File: config.mk
export PLATFORM = sky130hd
export DESIGN_NAME = axi_line_master
export DESIGN_NICKNAME = d
export VERILOG_FILES = /design/src/rtl/axi_line_master.sv
export SDC_FILE = /design/constraint.sdc
export NUM_CORES = 1
export LEC_CHECK = 0
export ABC_AREA = 0
export BUFFER_PORTS_ARGS = -buffer_cell sky130_fd_sc_hd__buf_2
export CAP_MARGIN = 20
export CORE_AREA = 8 8 320 322
export CTS_BUF_LIST = sky130_fd_sc_hd__clkbuf_2 sky130_fd_sc_hd__clkbuf_4 sky130_fd_sc_hd__clkbuf_8
export CTS_CLUSTER_SIZE = 10
export DETAILED_ROUTE_END_ITERATION = 10
export DIE_AREA = 0 0 328 330
export GPL_ROUTABILITY_DRIVEN = 0
export HOLD_SLACK_MARGIN = 0.08
export PLACE_DENSITY = 0.4
export SLEW_MARGIN = 15
export SYNTH_ARGS = -nofsm -noshare
export SYNTH_HDL_FRONTEND = slang
export SYNTH_SLANG_ARGS = --single-unit
export TNS_END_PERCENT = 20
File: constraint.sdc
create_clock -name aclk -period 3.95 [get_ports aclk]
set_input_delay 1.185 -clock aclk [delete_from_list [all_inputs] [get_ports aclk]]
set_output_delay 1.185 -clock aclk [all_outputs]
set_load 0.03 [all_outputs]
File: src/rtl/axi_line_master.sv
// AXI4 line master: turns one cache-line request into a single INCR burst.
// Refill uses AR/R, writeback uses AW/W/B; one transaction in flight at a time.
module axi_line_master #(
  parameter int unsigned BEATS  = 4,
  parameter logic [3:0]  AXI_ID = 4'd0
) (
  input  logic                  aclk,
  input  logic                  aresetn,
  // Line request / response port
  input  logic                  req_valid,
  output logic                  req_ready,
  input  logic                  req_we,
  input  logic [31:0]           req_addr,
  input  logic [64*BEATS-1:0]   req_wline,
  output logic                  resp_valid,
  output logic                  resp_err,
  output logic [64*BEATS-1:0]   resp_rline,
  // AR channel
  output logic                  arvalid,
  input  logic                  arready,
  output logic [31:0]           araddr,
  output logic [3:0]            arid,
  output logic [7:0]            arlen,
  output logic [2:0]            arsize,
  output logic [1:0]            arburst,
  output logic [1:0]            arlock,
  output logic [3:0]            arcache,
  output logic [2:0]            arprot,
  // R channel
  input  logic                  rvalid,
  output logic                  rready,
  input  logic [63:0]           rdata,
  input  logic [1:0]            rresp,
  input  logic                  rlast,
  input  logic [3:0]            rid,
  // AW channel
  output logic                  awvalid,
  input  logic                  awready,
  output logic [31:0]           awaddr,
  output logic [3:0]            awid,
  output logic [7:0]            awlen,
  output logic [2:0]            awsize,
  output logic [1:0]            awburst,
  output logic [1:0]            awlock,
  output logic [3:0]            awcache,
  output logic [2:0]            awprot,
  // W channel
  output logic                  wvalid,
  input  logic                  wready,
  output logic [63:0]           wdata,
  output logic [7:0]            wstrb,
  output logic                  wlast,
  output logic [3:0]            wid,
  // B channel
  input  logic                  bvalid,
  output logic                  bready,
  input  logic [1:0]            bresp,
  input  logic [3:0]            bid
);

  localparam int unsigned LineW   = 64 * BEATS;
  localparam int unsigned AlignW  = $clog2(8 * BEATS);
  localparam logic [31:0] AlignMask = ~((32'd1 << AlignW) - 32'd1);
  localparam logic [3:0]  LastCnt = 4'(BEATS - 1);

  typedef enum logic [2:0] {
    StIdle,
    StAr,
    StR,
    StAw,
    StW,
    StB,
    StResp
  } state_e;

  state_e           state_q;
  logic [3:0]       cnt_q;
  logic             err_q;
  logic [31:0]      addr_q;
  // Holds the writeback line, or collects refill beats.
  logic [LineW-1:0] line_q;
  logic             arvalid_q;
  logic             rready_q;
  logic             awvalid_q;
  logic             wvalid_q;
  logic             bready_q;
  logic             resp_valid_q;
  logic             last_beat;

  // IDs are constant and responses arrive in order, so returned IDs carry no information.
  logic unused_ids;
  assign unused_ids = ^{rid, bid};

  assign last_beat = (cnt_q == LastCnt);

  // Main transaction FSM; every AXI valid/ready and the response pulse are registered here.
  always_ff @(posedge aclk) begin
    if (!aresetn) begin
      state_q      <= StIdle;
      cnt_q        <= '0;
      err_q        <= 1'b0;
      addr_q       <= '0;
      line_q       <= '0;
      arvalid_q    <= 1'b0;
      rready_q     <= 1'b0;
      awvalid_q    <= 1'b0;
      wvalid_q     <= 1'b0;
      bready_q     <= 1'b0;
      resp_valid_q <= 1'b0;
    end else begin
      resp_valid_q <= 1'b0;
      unique case (state_q)
        StIdle: begin
          if (req_valid) begin
            addr_q <= req_addr & AlignMask;
            line_q <= req_wline;
            err_q  <= 1'b0;
            cnt_q  <= '0;
            if (req_we) begin
              awvalid_q <= 1'b1;
              state_q   <= StAw;
            end else begin
              arvalid_q <= 1'b1;
              state_q   <= StAr;
            end
          end
        end
        StAr: begin
          if (arready) begin
            arvalid_q <= 1'b0;
            rready_q  <= 1'b1;
            state_q   <= StR;
          end
        end
        StR: begin
          if (rvalid && rready_q) begin
            line_q[64*int'(cnt_q) +: 64] <= rdata;
            // rlast must line up exactly with the final beat we expect.
            if ((rresp != 2'b00) || (rlast != last_beat)) begin
              err_q <= 1'b1;
            end
            if (last_beat) begin
              cnt_q        <= '0;
              rready_q     <= 1'b0;
              resp_valid_q <= 1'b1;
              state_q      <= StResp;
            end else begin
              cnt_q <= cnt_q + 4'd1;
            end
          end
        end
        StAw: begin
          if (awready) begin
            awvalid_q <= 1'b0;
            wvalid_q  <= 1'b1;
            state_q   <= StW;
          end
        end
        StW: begin
          if (wready) begin
            if (last_beat) begin
              cnt_q    <= '0;
              wvalid_q <= 1'b0;
              bready_q <= 1'b1;
              state_q  <= StB;
            end else begin
              cnt_q <= cnt_q + 4'd1;
            end
          end
        end
        StB: begin
          if (bvalid) begin
            if (bresp != 2'b00) begin
              err_q <= 1'b1;
            end
            bready_q     <= 1'b0;
            resp_valid_q <= 1'b1;
            state_q      <= StResp;
          end
        end
        StResp: begin
          state_q <= StIdle;
        end
        default: begin
          state_q <= StIdle;
        end
      endcase
    end
  end

  // Write data is a mux of registered line and counter, so it stays stable while stalled.
  always_comb begin
    wdata = line_q[64*int'(cnt_q) +: 64];
    wlast = last_beat;
  end

  // Request side: ready only in idle and never while reset is held.
  assign req_ready  = aresetn && (state_q == StIdle);
  assign resp_valid = resp_valid_q;
  assign resp_err   = resp_valid_q & err_q;
  assign resp_rline = line_q;

  assign arvalid = arvalid_q;
  assign araddr  = addr_q;
  assign arid    = AXI_ID;
  assign arlen   = 8'(BEATS - 1);
  assign arsize  = 3'd3;
  assign arburst = 2'b01;
  assign arlock  = 2'b00;
  assign arcache = 4'b0000;
  assign arprot  = 3'b000;
  assign rready  = rready_q;

  assign awvalid = awvalid_q;
  assign awaddr  = addr_q;
  assign awid    = AXI_ID;
  assign awlen   = 8'(BEATS - 1);
  assign awsize  = 3'd3;
  assign awburst = 2'b01;
  assign awlock  = 2'b00;
  assign awcache = 4'b0000;
  assign awprot  = 3'b000;

  assign wvalid = wvalid_q;
  assign wstrb  = 8'hFF;
  assign wid    = AXI_ID;
  assign bready = bready_q;

endmodule

==> Word level (Yosys, flattened, before mapping) <==
Cells that the tools add are included.
{ "totals": {"reg_bits": 297, "in_bits": 374} }
{ "classes": {"n_addsub": 2, "n_eq_ne": 19, "n_shift": 3, "muxes": 48, "bitwise": 1, "reduce_logical": 24} }
{ "op_table": {"columns": ["cell", "count"], "rows": [
  ["256-bit two-way mux", 2],
  ["256-bit one-hot mux with 2 select lines", 1],
  ["256-bit bitwise mux", 1],
  ["64-bit by 33-bit variable shift with 256-bit output, first input constant", 1],
  ["256-bit by 11-bit variable part select with 64-bit output", 1],
  ["64-bit by 33-bit variable part select with 256-bit output", 1],
  ["10-bit negator with 33-bit output", 1],
  ["3-bit two-way mux", 8],
  ["2-bit inequality test, second input constant", 12],
  ["4-bit AND reduction", 6],
  ["1-bit two-way mux", 22],
  ["3-bit one-hot mux with 6 select lines", 1],
  ["4-bit two-way mux", 4],
  ["2-bit nonzero test", 8],
  ["1-bit one-hot mux with 2 select lines", 6],
  ["4-bit one-hot mux with 3 select lines", 1],
  ["8-bit AND reduction", 1],
  ["3-bit by 2-bit == test with 1-bit output, second input constant", 2],
  ["3-bit == test, second input constant", 2],
  ["6-bit AND reduction", 1],
  ["3-bit nonzero test", 2],
  ["4-bit by 1-bit adder with 4-bit output, second input constant", 1],
  ["4-bit by 2-bit == test with 1-bit output, second input constant", 1],
  ["3-bit by 1-bit == test with 1-bit output, second input constant", 1],
  ["9 further kinds", 10]
]} }

==> Depth between registers and ports, before layout <==
Gate-level depths: netlist of the first run.
{ "logic_depth": {"depth_word": 6, "depth_mapped": 11, "ltp_nobuf": 6} }

==> Least setup slack after synthesis of the first run <==
Ideal clock, no wire load.
{ "synth_path": {"kind": "register -> register", "from": "register cnt_q[1]", "to": "register line_q[128], in the netlist resp_rline[128]", "setup_ns": 0.119, "t_arrival_ns": 3.149, "setup_slack_ns": 0.682, "path_stages_with_launch": 11, "n_path_buf": 4, "synth_period_minus_slack_ns": 3.268, "cell_sequence": "dfxtp_1 clkbuf_1 buf_1 clkbuf_1 inv_1 ha_1 or3b_4 a2111oi_4 nand4_4 buf_6 o221a_2"} }
{ "synth_between": {"elab_chain_cells": 5, "elab_cells_between_ends": 6, "classes_between": "1 x add/sub; 2 x shift; 3 x mux"} }
{ "synth_rtl": {"columns": ["element", "line_no", "rtl"], "rows": [
  ["start, declared", "77", "logic [3:0] cnt_q;"],
  ["start signal, assigned", "148", "cnt_q <= cnt_q + 4'd1;"],
  ["start signal, assigned", "167", "cnt_q <= cnt_q + 4'd1;"],
  ["10-bit negator with 33-bit output (*)", "137", "line_q[64*int'(cnt_q) +: 64] <= rdata;"],
  ["64-bit by 33-bit variable part select with 256-bit output / 64-bit by 33-bit variable shift with 256-bit output (equally long branches)", "137", null],
  ["256-bit bitwise mux (*)", "137", null],
  ["256-bit two-way mux (*)", "136", "if (rvalid && rready_q) begin"],
  ["256-bit one-hot mux with 2 select lines (*)", "112", "unique case (state_q)"],
  ["end signal, assigned", "116", "line_q <= req_wline;"],
  ["end signal, assigned by index", "137", null],
  ["end, declared", "81", "logic [LineW-1:0] line_q;"]
]} }
Mark *: on every way between the ends. The rest lies on a longest branch, timed or not. The select of a mux whose other input is x is not followed.
A chain may end at the register's enable or synchronous reset.

==> Final worst setup path of the first run <==
{ "layout_path": {"from": "register cnt_q[0]", "to": "output port wdata[23]"} }
{ "layout_between": {"elab_chain_cells": 1} }
{ "layout_rtl": {"columns": ["element", "line_no", "rtl"], "rows": [
  ["256-bit by 11-bit variable part select with 64-bit output", "193", "wdata = line_q[64*int'(cnt_q) +: 64];"],
  ["end, declared", "50", "output logic [63:0] wdata,"]
]} }
No other way between the ends.

==> impl_metrics.py, run 1 <==
metrics = {
    "routing": {
        "wire_per_inst_um": 25.5,
        "drc": 0,
        "routed_via_density": 4.53,
        "antenna_left": 0,
        "dr_total_vias": 16300,
        "drtIter0Drc": 1061,
        "wl_mm": 91.5,
        "dr.pass1.iters": 5,
    },
    "worst_setup_path": {
        "crit_path_start_kind": "flip-flop",
        "worst_setup_path_end_kind": "primary output",
        "ff2ff_setup_slack_ns": 0.72,
        "worstPathRequired_ns": 2.76,
        "crit_type": "flip-flop to primary output",
        "cp_data_arrival_time_ns": 2.53,
        "cp_max_fo": 36,
    },
    "clocking": {
        "clock_path_buffers": 3,
        "clockRootBuffer": "clkbuf_8",
        "clkTransAtPathRegs_ns": 0.06,
        "cts_resized": 0,
        "clock-sinks": 297,
        "h-tree-depth": 2,
        "insertion_delay_ns": 0.69,
        "cts_setup_buffers": 0,
        "cts_hold_buf": 0,
        "cts_tree": "done",
        "cts_buffers": 60,
    },
    "synthesis": {
        "synth_edf_count": 0,
        "synth_top_flop_cell": "dfxtp_1",
        "avgSynthCellArea_um2": 9.71,
        "synthAdderAreaFrac": 0.00240,
        "synthMuxAreaShare": 0.0949,
        "synthArstFlopShare": 0,
        "synthSimpleGateAreaFrac": 0.0775,
        "synth_top_family_by_area": "compound AO/OA/AOI/OAI gates",
        "synth_seq_cells": 297,
        "synth_cells": 1607,
        "synth_compound_area_frac": 0.336,
        "post_synth_xor_area_fraction": 0.00160,
        "synth-seq-area-share": 0.381,
        "yosysWarnings": 0,
        "netlist_area_um2": 15600,
        "synth_cell_types": 66,
    },
    "power_and_ir_drop": {
        "vdd_drop_max_mv": 0.338,
        "p_per_area_nw_per_um2": 803,
        "p_leak_uw": 0.00909,
        "p_total_uw": 17300,
    },
    "floorplanning": {
        "die_h_um": 330,
        "core_um2": 97400,
        "initial_core_util": 0.160,
        "ios": 831,
        "die-width_um": 328,
        "rows": 115,
        "die-area_um2": 108000,
    },
    "timing": {
        "clock_skew_ns": 0.0267,
        "hold_viol": 0,
        "rsz0062_at_grt": "false",
        "worst_pin_slew_ns": 0.868,
        "finalCriticalPeriod_ns": 3.72,
        "finalCritPeriodShare": 0.941,
        "slew-limit-headroom": 0.421,
        "fin_tns_setup_ns": 0,
        "setup_viol": 0,
        "fmax_mhz": 269,
        "final_max_slew_viol_count": 0,
    },
    "final_layout": {
        "drive_gt1_frac": 0.454,
        "areaGrowthSynthToFinish_pct": 38.3,
        "nNetsFinal": 2632,
    },
    "global_routing": {
        "antenna_found_initial": 20,
        "first_global_vias": 17200,
        "grt_util_all_layers": 0.158,
        "overflow": 0,
        "grt_max_degree": 81,
        "grt_pass1_wl_mm": 128,
    },
    "placement": {
        "port_buffers": 743,
        "hpwlAfterDp_mm": 66.6,
    },
    "run_status": {
        "outcome": "completed",
    },
    "worst_hold_path": {
        "hold_class": "flip-flop to flip-flop",
    },
    "run": {
        "cap_violations": 0,
    },
}
## final cells by class
class | count | area (um^2)
antenna | 14 | 35.0
clock buffer | 93 | 1140
clock inverter | 6 | 30.0
fill | 10900 | 75800
inverter | 22 | 90.1
multi-input combinational | 1074 | 8380
sequential | 297 | 5950
tap | 1287 | 1610
timing repair buffer | 800 | 4350
## kinds of logic (layout without fill, tap and decap cells)
| logic type | after synthesis | count (layout) |
|---|---|---|
| XOR/XNOR | 2 | 2 |
| multiplexers | 68 | 68 |
| buffers and inverters | 308 | 921 |
| AND/OR/NAND/NOR | 227 | 227 |
| flip-flops | 297 | 297 |
| adder cells (fa/ha/maj) | 3 | 3 |
| AO/OA/AOI/OAI | 700 | 700 |
| other | 2 | 88 |
## cells in the mapped netlist (5+ instances only)
cell	number	area, um^2
inv_1	22	82.6
mux4_2	64	1440
nand2_1	84	315
nor3_1	6	30.0
nand3_1	6	30.0
a22oi_1	125	938
nor2_1	20	75.1
clkbuf_1	138	518
a211oi_1	127	953
a32oi_1	64	561
buf_6	10	113
a21oi_1	163	816
nand2b_1	10	62.6
o221a_2	41	462
and2_1	73	457
a221oi_1	5	43.8
o21a_1	50	375
buf_2	28	140
o2bb2ai_1	64	561
dfxtp_1	297	5950
a221oi_2	10	150
buf_1	6	22.5
o221a_1	5	56.3
buf_4	104	781
o21ai_0	19	95.1
## cell usage in the layout, fill, tap and decap left out, drive strengths merged, types with 9 or more instances in the layout
cell,instances
buf,800
conb,74
diode,14
o221a,46
a22oi,125
a211oi,127
mux4,64
dfxtp,297
o21a,50
o21ai,22
a32oi,64
nand2b,10
inv,22
nand2,84
a21oi,163
and2,74
a221oi,15
nor3,9
nor2,20
o2bb2ai,64
clkbuf,93
## sequential cells by signal, summed over array words and instances, names as in the netlist
signal / count
err_q: 1
cnt_q: 4
araddr: 27
arvalid: 1
wvalid: 1
resp_valid: 1
awvalid: 1
rready: 1
bready: 1
state_q: 3
resp_rline: 256
## metrics by stage
stage / cells / instance area, um^2 / util / hold slack, ns / setup slack (ns)
after CTS: 3579 / 21600 / 0.221 / 0.470 / 0.0905
after global routing: 3589 / 21600 / 0.222 / 0.496 / 0.101
after global placement: 3480 / 20400 / 0.209 / 0.461 / 0.677
final: 3593 / 21600 / 0.222 / 0.471 / 0.233
after floorplan: 1679 / 15900 / - / 0.495 / 0.682
after detailed placement: 3480 / 20400 / 0.209 / 0.461 / 0.661
## critical path: stages, from the launching register on
cell and delay (ns):
dfxtp_4 0.50, buf_12 0.28, mux4_2 0.55, and2_1 0.20, buf_2 0.19
## worst paths after layout
check | depth (start not counted) | end | from
worst max register to register | 7 | resp_rline[143]$_SDFFE_PN0P_ | cnt_q[0]$_SDFFE_PN0P_
worst min register to register | 2 | araddr[10]$_SDFFE_PN0P_ | araddr[10]$_SDFFE_PN0P_
worst min-delay path | 2 | araddr[10]$_SDFFE_PN0P_ | araddr[10]$_SDFFE_PN0P_
worst max-delay path | 4 | wdata[23] | cnt_q[0]$_SDFFE_PN0P_
## power by group
group / total [uW] / switching (uW) / internal [uW]
clock: 3280 / 1470 / 1810
sequential: 4980 / 973 / 4000
combinational: 9090 / 6240 / 2850
total: 17300 / 8690 / 8660
## metal layers
| layer | vias up | GRT usage | wire length, um |
|---|---|---|---|
| met5 | - | 0 | 39 |
| met4 | 6 | 0.0506 | 2440 |
| met3 | 141 | 0.0406 | 6110 |
| met2 | 686 | 0.284 | 46800 |
| met1 | 8041 | 0.183 | 36100 |
| li1 | 7398 | - | - |
Note: power is estimated with default switching activity, not from simulation.
==> run 2, diff against run 1 <==
==> constraint.sdc (replaced) <==
create_clock -name aclk -period 3.95 [get_ports aclk]
set_input_delay 0.79 -clock aclk [delete_from_list [all_inputs] [get_ports aclk]]
set_output_delay 0.79 -clock aclk [all_outputs]
set_load 0.03 [all_outputs]
==> impl_metrics.py, run 2 (synthesis gave the netlist of run 1 again) <==
metrics = {
    "run_status": {
        "outcome": "completed",
    },
    "clocking": {
        "clkTransAtPathRegs_ns": 0.07,
        "insertion_delay_ns": 0.71,
        "cts_tree": "done",
        "h-tree-depth": 2,
        "cts_setup_buffers": 0,
        "clockRootBuffer": "clkbuf_8",
        "clock-sinks": 297,
        "cts_buffers": 60,
        "clock_path_buffers": 3,
    },
    "power_and_ir_drop": {
        "combPwrFrac": 0.520,
        "internal_power_uw": 8620,
        "p_total_uw": 17400,
        "seqPwrFrac": 0.289,
        "swShare": 0.503,
        "p_leak_uw": 0.00904,
        "vdd_drop_max_mv": 0.426,
        "p_per_area_nw_per_um2": 807,
        "p_sw_uw": 8740,
        "pwr-share-clk": 0.191,
    },
    "timing": {
        "finalCriticalPeriod_ns": 3.55,
        "fmax_mhz": 282,
        "worst_pin_slew_ns": 0.897,
        "setup_viol": 0,
        "finalCritPeriodShare": 0.899,
        "clock_skew_ns": 0.0533,
        "fin_tns_setup_ns": 0,
        "rsz0062_at_grt": "false",
        "hold_viol": 0,
        "slew-limit-headroom": 0.398,
        "final_max_slew_viol_count": 0,
    },
    "worst_setup_path": {
        "worstPathRequired_ns": 3.16,
        "ff2ff_setup_slack_ns": 0.59,
        "cp_slowest_stage_delay_ns": 0.46,
        "cp_max_fo": 40,
        "crit_slowest_cell": "buf_6",
        "crit_chain": "buf_6 -> buf_6 -> mux4_2 -> and2_1 -> buf_2",
        "crit_path_start_kind": "flip-flop",
        "crit_path_frequent_cell": "buf_6",
        "worst_setup_path_end_kind": "primary output",
        "cp_data_arrival_time_ns": 2.76,
        "crit_type": "flip-flop to primary output",
    },
    "routing": {
        "wl_mm": 93.2,
        "drtIter0Drc": 1033,
        "dr_total_vias": 16500,
        "routed_via_density": 4.61,
        "antenna_left": 0,
        "dr.pass1.iters": 5,
        "drc": 0,
        "wire_per_inst_um": 26.0,
    },
    "final_layout": {
        "drive_gt1_frac": 0.452,
        "post-route-cell-area_um2": 21500,
        "fill_cells": 10900,
        "final_cell_mix": "buf_2, dfxtp_1, a21oi_1",
        "largest_reg_flops": 256,
        "areaGrowthSynthToFinish_pct": 37.7,
        "nNetsFinal": 2625,
        "final_common_cell": "buf_2",
    },
    "floorplanning": {
        "die_h_um": 330,
        "die-width_um": 328,
        "core_um2": 97400,
        "rows": 115,
        "initial_core_util": 0.160,
        "die-area_um2": 108000,
        "ios": 831,
    },
    "global_routing": {
        "grt_max_degree": 100,
        "antenna_found_initial": 27,
        "grt_util_met1": 0.185,
        "first_global_vias": 17200,
        "grt_busiest_layer": "met2",
        "overflow": 0,
        "use_met2": 0.290,
        "grt_util_all_layers": 0.161,
        "grt_pass1_wl_mm": 129,
        "grt_use_met3": 0.0443,
    },
    "placement": {
        "port_buffers": 743,
        "placed_area_um2": 20300,
        "hpwlAfterDp_mm": 66.0,
    },
    "worst_hold_path": {
        "hold_class": "input pin to flip-flop",
    },
    "run": {
        "cap_violations": 0,
    },
}
run 2: changes by cell type in the layout (fill, tap and decap cells not counted), sizes merged:
cell	before	now
buf	800	793
clkbuf	93	90
clkinvlp	0	2
clkinv	6	7
diode	14	15
run 2: final timing paths:
| check | from | to | cells past startpoint |
|---|---|---|---|
| setup reg to reg | cnt_q[0]$_SDFFE_PN0P_ | resp_rline[143]$_SDFFE_PN0P_ | 7 |
| hold reg to reg | araddr[21]$_SDFFE_PN0P_ | araddr[21]$_SDFFE_PN0P_ | 2 |
| setup / recovery | cnt_q[1]$_SDFFE_PN0P_ | wdata[7] | 5 |
| hold / removal | req_addr[9] | araddr[9]$_SDFFE_PN0P_ | 3 |
run 2: worst max-delay path: cells and delay by family, from the launching register on:
kind,cells,cell delay [ns]
simple gates,1,0.19
buf+inv,3,1.10
mux,1,0.36
flops,1,0.35
run 2: area by class of cell:
type / count / area, um^2 / area share
Multi-Input combinational cell: 1074 / 8380 / 0.390
Tap cell: 1287 / 1610 / 0.0749
Timing Repair Buffer: 793 / 4240 / 0.197
Clock buffer: 90 / 1130 / 0.0527
Antenna cell: 15 / 37.5 / 0.00175
Inverter: 22 / 90.1 / 0.00419
Clock inverter: 9 / 50.0 / 0.00233
Sequential cell: 297 / 5950 / 0.277
run 2: what timing repair did:
| action | in CTS | in global routing |
|---|---|---|
| resized for setup | 1 | 3 |
| hold buffers | 0 | 0 |
| cloned | 0 | 0 |
| endpoints found under the setup margin | 28 | 4 |
run 2: per-stage QoR:
step	util	hold slack (ns)	std cells	worst slack (ns)
3_3_place_gp	0.208	0.459	3472	0.604
5_1_grt	0.220	0.240	3580	0.161
3_5_place_dp	0.208	0.461	3473	0.605
2_1_floorplan	-	0.495	1679	0.682
6_report	0.221	0.314	3587	0.400
4_1_cts	0.220	0.194	3572	0.00439
run 2: per-layer routing:
metal / vias up / share of wire
met4: 14 / 0.023
met2: 690 / 0.51
met3: 139 / 0.070
met1: 8298 / 0.39
li1: 7384 / -
met5: - / 0.00096
run 2: power by group through the flow:
stage                     logic [uW]  clock network, uW  registers (uW)
after detailed placement        9160                  0            5050
after floorplan                 4180                  0            6580
after global routing            9620               3590            5130
after global placement          9140                  0            5070
after CTS                       9160               3470            5010
final                           9030               3320            5010
==> run 3, diff against run 2 <==
--- a/config.mk
+++ b/config.mk
@@ -15,6 +15,7 @@
 export DIE_AREA = 0 0 328 330
 export GPL_ROUTABILITY_DRIVEN = 0
 export HOLD_SLACK_MARGIN = 0.08
+export MAX_ROUTING_LAYER = met4
 export PLACE_DENSITY = 0.4
 export SLEW_MARGIN = 15
 export SYNTH_ARGS = -nofsm -noshare
==> impl_metrics.py, run 3 (synthesis gave the netlist of run 1 again) <==
metrics = {
    "run_status": {
        "outcome": "completed",
    },
    "worst_setup_path": {
        "cp_slowest_stage_delay_ns": 0.47,
        "crit_path_frequent_cell": "buf_6",
        "worst_setup_path_end_kind": "primary output",
        "cp_max_fo": 40,
        "path_buf_inv": 3,
        "crit_slowest_cell": "buf_6",
        "worstPathRequired_ns": 3.16,
        "crit_type": "flip-flop to primary output",
        "crit_family": "buffers and inverters",
        "cp_data_arrival_time_ns": 2.78,
        "crit_chain": "buf_6 -> buf_6 -> mux4_2 -> and2_1 -> buf_2",
        "crit_path_start_kind": "flip-flop",
    },
    "timing": {
        "final_max_slew_viol_count": 0,
        "finalCritPeriodShare": 0.904,
        "fmax_mhz": 280,
        "hold_viol": 0,
        "finalCriticalPeriod_ns": 3.57,
        "fin_ws_ns": 0.378,
        "clock_skew_ns": 0.0548,
        "fin_tns_setup_ns": 0,
        "rsz0062_at_grt": "false",
        "whs_ns": 0.316,
        "slew-limit-headroom": 0.430,
        "worst_pin_slew_ns": 0.850,
        "setup_viol": 0,
    },
    "global_routing": {
        "antenna_found_initial": 25,
        "overflow": 0,
        "grt_util_all_layers": 0.165,
        "first_global_vias": 17300,
        "grt_pass1_wl_mm": 129,
        "grt_max_degree": 100,
    },
    "placement": {
        "port_buffers": 743,
        "post-place-ws_ns": 0.605,
        "dpl.cell_count": 3473,
        "hpwlAfterDp_mm": 66.0,
    },
    "clocking": {
        "clkTransAtPathRegs_ns": 0.07,
        "insertion_delay_ns": 0.72,
        "clockRootBuffer": "clkbuf_8",
        "cts_tree": "done",
        "cts_buffers": 60,
        "clock_path_buffers": 3,
        "h-tree-depth": 2,
        "cts_hold_buf": 0,
        "clock-sinks": 297,
    },
    "final_layout": {
        "fill_cells": 10900,
        "drive_gt1_frac": 0.452,
        "nNetsFinal": 2625,
        "final_cell_mix": "buf_2, dfxtp_1, a21oi_1",
        "final_common_cell": "buf_2",
        "largest_reg_flops": 256,
        "final_cells": 3590,
        "areaGrowthSynthToFinish_pct": 37.7,
    },
    "floorplanning": {
        "core_um2": 97400,
        "ios": 831,
        "rows": 115,
        "die-area_um2": 108000,
        "initial_core_util": 0.160,
        "die-width_um": 328,
        "die_h_um": 330,
    },
    "worst_hold_path": {
        "hold_class": "input pin to flip-flop",
    },
    "routing": {
        "antenna_left": 0,
        "dr.pass1.iters": 7,
        "drc": 0,
        "dr_total_vias": 16400,
        "drtIter0Drc": 1023,
        "routed_via_density": 4.58,
        "wl_mm": 93.1,
        "wire_per_inst_um": 25.9,
    },
    "run": {
        "cap_violations": 0,
    },
    "power_and_ir_drop": {
        "vdd_drop_max_mv": 0.426,
        "p_leak_uw": 0.00904,
        "p_per_area_nw_per_um2": 807,
    },
}
## run 3: metrics by stage
step | total power (uW) | cell area, um^2 | utilization
final | 17300 | 21500 | 0.221
after global routing | 18300 | 21500 | 0.221
after CTS | 17600 | 21400 | 0.220
after detailed placement | 14200 | 20300 | 0.208
after global placement | 14200 | 20200 | 0.208
after floorplan | 10800 | 15900 | -
## run 3: worst register-to-register path: cells and delay by family (launching register included)
kind                     cells  cell delay, ns
flip-flops                   1            0.44
AND/OR/NAND/NOR              3            1.14
buffers and inverters        1            0.44
AO/OA/AOI/OAI                2            0.98
adder cells (fa/ha/maj)      1            0.25
## run 3: final timing paths
kind | start | endpoint | slack [ns] | cells after the start
worst min register to register | araddr[8]$_SDFFE_PN0P_ | araddr[8]$_SDFFE_PN0P_ | 0.47 | 2
worst max register to register | cnt_q[0]$_SDFFE_PN0P_ | resp_rline[143]$_SDFFE_PN0P_ | 0.57 | 7
worst min-delay path | req_addr[7] | araddr[7]$_SDFFE_PN0P_ | 0.32 | 3
worst max-delay path | cnt_q[1]$_SDFFE_PN0P_ | wdata[7] | 0.38 | 5
## run 3: layout make-up
class                   count  area, um^2  area share
multi-input cells        1074        8380       0.390
flip-flops and latches    297        5950       0.277
repair buffers            793        4240       0.197
well taps                1287        1610      0.0749
clock buffers              90        1130      0.0527
inverters                  22        90.1     0.00419
clock inverters             9        50.0     0.00233
diodes                     18        45.0     0.00210
## run 3: layer usage
| metal | vias to the layer above | track usage | part of all wire |
|---|---|---|---|
| li1 | 7388 | - | - |
| met1 | 8216 | 0.186 | 0.40 |
| met2 | 717 | 0.291 | 0.52 |
| met3 | 123 | 0.0420 | 0.066 |
| met4 | 0 | 0.0431 | 0.020 |
| met5 | - | - | 0 |
## run 3: power breakdown
part | total (uW) | leakage [uW] | switching, uW | internal (uW)
combinational | 9020 | 0.00596 | 6210 | 2810
clock | 3310 | 0.000631 | 1510 | 1800
sequential | 5010 | 0.00245 | 1000 | 4000
total | 17300 | 0.00904 | 8730 | 8620
## run 3: timing repair
action | 4_1_cts | 5_1_grt
gates resized for setup | 1 | 3
endpoints found under the hold margin | 0 | 0
setup endpoints to repair | 28 | 4
pin swaps | 0 | 0
cloned | 0 | 0
buffers inserted | 0 | 0
